[config.mk]
export PLATFORM = sky130hd
export DESIGN_NAME = lsu_dccm_bank_arb
export DESIGN_NICKNAME = d
export VERILOG_FILES = /design/src/rtl/lsu_dccm_bank_arb.sv
export SDC_FILE = /design/constraint.sdc
export NUM_CORES = 1
export LEC_CHECK = 0
export CORE_AREA = 4 4 172 174
export CTS_BUF_LIST = sky130_fd_sc_hd__clkbuf_2
export CTS_CLUSTER_SIZE = 14
export DETAILED_ROUTE_END_ITERATION = 6
export DIE_AREA = 0 0 176 178
export PLACE_DENSITY = 0.6
export SLEW_MARGIN = 10
export SYNTH_ARGS = -nofsm -noshare
export SYNTH_HDL_FRONTEND = slang
export SYNTH_SLANG_ARGS = --single-unit
[constraint.sdc]
create_clock -name clk -period 3.4 [get_ports clk]
set_input_delay 0.34 -clock clk [delete_from_list [all_inputs] [get_ports clk]]
set_output_delay 0.34 -clock clk [all_outputs]
set_load 0.01 [all_outputs]
[src/rtl/lsu_dccm_bank_arb.sv]
// DCCM port controller for the LSU DC1->DC2->DC3 pipe.
// Each cycle it decides whether a store-buffer write or a DC1 load read gets
// the DCCM banks. It carries the read through DC2 to DC3. There it merges the
// store-buffer forwarding bytes into the read data and right-justifies the
// load result.
// Optional feature macro: RV_LSU_STBUF_STARVE_EN. When it is defined, a
// starvation counter forces a store commit after STARVE_MAX consecutive
// losses, and it stalls the DC1 load to make room for that commit.

// One byte lane of the forwarding merge.
module lsu_dccm_byte_mux (
    input  logic       fwd_en,
    input  logic [7:0] fwd_byte,
    input  logic [7:0] rd_byte,
    output logic [7:0] merged_byte
);
    assign merged_byte = fwd_en ? fwd_byte : rd_byte;
endmodule

module lsu_dccm_bank_arb #(
    parameter int DATA_WIDTH = 32,
    parameter int ECC_WIDTH  = 7,
    parameter int ADDR_BITS  = 16,
    parameter int NUM_BANKS  = 4,
    parameter int BANK_LO    = 2,
    parameter int STARVE_MAX = 4
) (
    input  logic                                clk,
    input  logic                                rst_l,
    input  logic                                freeze,
    input  logic                                ld_valid_dc1,
    input  logic [ADDR_BITS-1:0]                ld_addr_dc1,
    input  logic [ADDR_BITS-1:0]                ld_end_addr_dc1,
    input  logic                                st_req,
    input  logic [ADDR_BITS-1:0]                st_addr,
    input  logic [DATA_WIDTH-1:0]               st_data,
    input  logic [ECC_WIDTH-1:0]                st_ecc,
    input  logic [2*DATA_WIDTH/8-1:0]           fwd_byteen_dc3,
    input  logic [2*DATA_WIDTH-1:0]             fwd_data_dc3,
    input  logic [DATA_WIDTH+ECC_WIDTH-1:0]     dccm_rd_data_lo,
    input  logic [DATA_WIDTH+ECC_WIDTH-1:0]     dccm_rd_data_hi,
    output logic                                st_commit,
    output logic                                ld_stall_dc1,
    output logic                                dccm_wren,
    output logic [ADDR_BITS-1:0]                dccm_wr_addr,
    output logic [DATA_WIDTH+ECC_WIDTH-1:0]     dccm_wr_data,
    output logic                                dccm_rden,
    output logic [ADDR_BITS-1:0]                dccm_rd_addr_lo,
    output logic [ADDR_BITS-1:0]                dccm_rd_addr_hi,
    output logic                                rden_dc3,
    output logic [2*(DATA_WIDTH+ECC_WIDTH)-1:0] data_ecc_dc3,
    output logic [DATA_WIDTH-1:0]               ld_data_dc3
);
    localparam int BB  = $clog2(NUM_BANKS);
    localparam int DWE = DATA_WIDTH + ECC_WIDTH;
    localparam int NB  = DATA_WIDTH / 8;
    // The offset register stays at least one bit wide. This covers byte-wide banks, where BANK_LO is 0.
    localparam int OW  = (BANK_LO > 0) ? BANK_LO : 1;

    logic [BB-1:0] st_bank, ld_bank_lo, ld_bank_hi;
    logic          conflict, force_commit;
    logic [2:1]    vld_pipe;       // [1] = rden_dc2, [2] = rden_dc3
    logic [OW-1:0] off_dc1, off_dc2, off_dc3;
    logic [2*DATA_WIDTH-1:0] raw_data, merged;

    assign st_bank    = st_addr[BANK_LO +: BB];
    assign ld_bank_lo = ld_addr_dc1[BANK_LO +: BB];
    assign ld_bank_hi = ld_end_addr_dc1[BANK_LO +: BB];

    // An unaligned load touches the bank of its start address and the bank of its end address.
    assign conflict = ld_valid_dc1 & st_req &
                      ((st_bank == ld_bank_lo) | (st_bank == ld_bank_hi));

`ifdef RV_LSU_STBUF_STARVE_EN
    logic [3:0] starve_cnt;

    assign force_commit = (starve_cnt == 4'(STARVE_MAX));

    // Count consecutive lost store cycles and saturate at the force threshold.
    always_ff @(posedge clk or negedge rst_l) begin
        if (!rst_l)
            starve_cnt <= '0;
        else if (!freeze) begin
            if (!st_req || st_commit)
                starve_cnt <= '0;
            else if (starve_cnt != 4'(STARVE_MAX))
                starve_cnt <= starve_cnt + 4'd1;
        end
    end
`else
    assign force_commit = 1'b0;
`endif

    assign st_commit    = st_req & ~freeze & (~conflict | force_commit);
    assign ld_stall_dc1 = ld_valid_dc1 & force_commit & conflict & ~freeze;
    assign dccm_wren    = st_commit;
    assign dccm_wr_addr = st_addr;
    assign dccm_wr_data = {st_ecc, st_data};
    assign dccm_rden    = ld_valid_dc1 & ~ld_stall_dc1;
    assign dccm_rd_addr_lo = ld_addr_dc1;
    assign dccm_rd_addr_hi = ld_end_addr_dc1;

    generate
        if (BANK_LO > 0) begin : g_off
            assign off_dc1 = ld_addr_dc1[OW-1:0];
        end else begin : g_no_off
            assign off_dc1 = '0;
        end
    endgenerate

    // Move the read-valid and byte offset down the pipe. Both hold while the pipe is frozen.
    always_ff @(posedge clk or negedge rst_l) begin
        if (!rst_l) begin
            vld_pipe <= '0;
            off_dc2  <= '0;
            off_dc3  <= '0;
        end else if (!freeze) begin
            vld_pipe <= {vld_pipe[1], dccm_rden};
            off_dc2  <= off_dc1;
            off_dc3  <= off_dc2;
        end
    end

    // Capture the raw bank data, ECC included, only when a read is in DC2.
    always_ff @(posedge clk or negedge rst_l) begin
        if (!rst_l)
            data_ecc_dc3 <= '0;
        else if (vld_pipe[1] && !freeze)
            data_ecc_dc3 <= {dccm_rd_data_hi, dccm_rd_data_lo};
    end

    assign rden_dc3 = vld_pipe[2];

    // Remove the ECC bits and lay the data out as {hi, lo} bytes.
    assign raw_data = {data_ecc_dc3[DWE +: DATA_WIDTH], data_ecc_dc3[0 +: DATA_WIDTH]};

    generate
        for (genvar i = 0; i < 2*NB; i++) begin : g_byte
            lsu_dccm_byte_mux u_mux (
                .fwd_en      (fwd_byteen_dc3[i]),
                .fwd_byte    (fwd_data_dc3[8*i +: 8]),
                .rd_byte     (raw_data[8*i +: 8]),
                .merged_byte (merged[8*i +: 8])
            );
        end
    endgenerate

    // Right-justify the merged data from the load's start byte.
    assign ld_data_dc3 = DATA_WIDTH'(merged >> {off_dc3, 3'b000});

endmodule

==> results.toml <==
[status]
status = "finished clean"

[synthesis]
syn_inst = 444
synth_compound_area_share_pct = 6.67
yosys-top-cells-area = "dfrtp_1, mux2_2, buf_4, o22ai_1, mux2i_1"
synth.largest_area_cell = "dfrtp_1"
syn-cell-area_mm2 = 0.00523
synthAdderAreaFrac_pct = 0
synth-xor-area-share_pct = 0.669
avgSynthCellArea_um2 = 11.8
syn_nets = 686
yosys_warnings = 0
synth_top_family_by_area = "multiplexers"
synthSimpleGateAreaFrac_pct = 1.96
synth.distinct_cells = 23
synth.area.mux_share_pct = 33.7
post-synth-top-area-fraction_pct = 40.2
ys_seq_elements = 84
synth-seq-area-share_pct = 40.2

[layout]
regArea_mm2 = 0.00210
antenna_cells = 0
fin_nets = 866
layout-drive-gt1-share_pct = 26.9
final_cell_mix = "clkdlybuf4s50_1, mux2_2, dfrtp_1, o22ai_1, mux2i_1"
fill_cells = 3001
syn_to_final_growth_pct = 50.2
multi_input_comb_area_mm2 = 0.00227
final_common_cell = "clkdlybuf4s50_1"

[floorplan]
die_h_um = 178
die_area_mm2 = 0.0313
die_x_um = 176
coreArea_mm2 = 0.0278
io_pins = 444
rows = 61
start_util_pct = 18.8

[power]
leakagePower_nw = 3.05
power.density_mw_per_mm2 = 487
peakVddDrop_v = 0.000173

[detailed_routing]
wl_met3_um = 1900
wire_per_inst_um = 22.2
highest-signal-layer = "met5"
wirelength_um = 22300
postRouteAntennaNets = 0
route.met2.wl_um = 11100
routed-via-count = 4057
route.detailed.drc = 0
drt_iter0_markers = 85
firstDrtPassIters = 4
viasPerCell = 4.03
drt-met1-wl_um = 8390

[timing]
worst_slack_ps = 269
skew_ps = 34.8
finalMaxSlewViolations = 0
tns_ps = 0
worstMarginPinSlew_ps = 674
rsz0062_at_grt = "no"
slew_headroom_pct = 55.1
final.min_clock_period_ps = 3130
hold_violations = 0
max_freq_mhz = 319
fin_crit_sh_pct = 92.1
setup_viol = 0

[job]
maxCapViolCount = 0

[clock_network]
clk_transition_reported_paths_ps = 310
clk-insertion-delay-late_ps = 620
clock-root-buffer = "clkbuf_2"
cts_tree = "yes"
postCtsSetupBuffers = 0
cts_sinks = 84
cts_buffer_depth = 2
cts_buffers = 9
htreeDepth = 3

[placement]
place_hpwl_um = 18200
gp_congestion = 0.754
port_buffers = 275
place_ws_ps = 509

[setup_path]
required_ps = 3060
cp_cell_sequence = "buf_4 -> or2_4 -> buf_4 -> nor2_1 -> a211oi_1 -> clkdlybuf4s50_1"
crit_path_end_kind = "output pin"
arrival_ps = 2790
slowest_stage = "clkdlybuf4s50_1"
crit_family = "buffers and inverters"
max_stage_delay_ps = 660
criticalPathCategory = "reg2out"
critPathBufInv = 3
crit_top_cell = "buf_4"
worstPathMaxFanout = 10
critPathLaunchType = "register"

[global_routing]
grt_pass1_vias = 4562
grt.overflow.total = 0
grt_pass1_wl_um = 31000
grt_max_degree = 85
antenna_found_initial = 2
grt.total_usage_pct = 13.7

[min_path]
min_path_type = "in2async"
[per-layer routing]
metal	vias to the layer above	global-route usage, %
met4	2	6.17
met1	1966	15.0
li1	1858	-
met2	174	23.8
met5	-	0
met3	57	5.30
[area by class of cell]
class,count,share of cell area (%)
Clock buffer,9,0.573
Clock inverter,7,1.34
Inverter,1,0.0477
Multi-Input combinational cell,240,28.9
Sequential cell,84,26.7
Tap cell,378,6.02
Timing Repair Buffer,288,36.4
[logic make-up after synthesis]
logic type	after synthesis
simple gates	22
xor+xnor	4
buf+inv	120
flops	84
other cells	1
mux	156
compound gates	57
[registers in the layout, indices dropped and copies added, names as in the netlist]
name,flops
data_ecc_dc3,78
off_dc2,2
off_dc3,2
vld_pipe,2
[worst paths after layout]
kind | slack (ps) | cells after the start | endpoint | startpoint
min in group clk | 290 | 2 | data_ecc_dc3[2] | dccm_rd_data_lo[2]
max in group asynchronous | 2710 | 3 | data_ecc_dc3[77] | rst_l
setup reg to reg | 1790 | 3 | data_ecc_dc3[3] | vld_pipe[1]
setup / recovery | 270 | 6 | ld_data_dc3[30] | off_dc3[0]
hold reg to reg | 520 | 1 | vld_pipe[2] | vld_pipe[2]
hold / removal | 230 | 3 | data_ecc_dc3[75] | rst_l
[cell usage after synthesis]
cell      instances
or2_1             1
a21oi_1          15
mux2_4            9
buf_8             1
nand2b_1          3
nand2_1           1
o22ai_1          35
buf_2            14
nor2_1           14
mux2i_1          21
inv_1             1
nor2b_2           1
a22o_1            2
a211oi_1          4
conb_1            1
xor2_1            4
nor2b_1           2
mux2_2          126
dfrtp_1          84
buf_4           100
buf_6             3
clkbuf_1          1
a21o_1            1
[through the flow]
step | hold WS, ps | utilization (%) | cells | cell area (µm²) | power (mW)
finish | 232 | 28.3 | 1007 | 7860 | 3.83
global route | 163 | 28.3 | 1007 | 7860 | 4.07
CTS | 172 | 28.3 | 1007 | 7860 | 3.93
detailed placement | 446 | 27.7 | 990 | 7690 | 3.18
global placement | 437 | 27.7 | 990 | 7690 | 3.17
floorplan | 44.4 | - | 444 | 5230 | 2.18
[where the power goes]
part	total, mW	switching, mW	internal, mW
combinational	1.79	0.753	1.03
sequential	1.33	0.144	1.19
clock	0.707	0.450	0.257
[tightest hold or removal path: cells and delay by family]
| kind | cells | cell delay, ps |
|---|---|---|
| buffers and inverters | 3 | 1020 |
[timing repair]
action,4_1_cts,5_1_grt
hold buffers,1,0
hold endpoints to repair,84,0
gates cloned,0,0
resized for setup,2,2
endpoints found under the setup margin,2,13
Note: power is estimated with default switching activity, not from simulation.
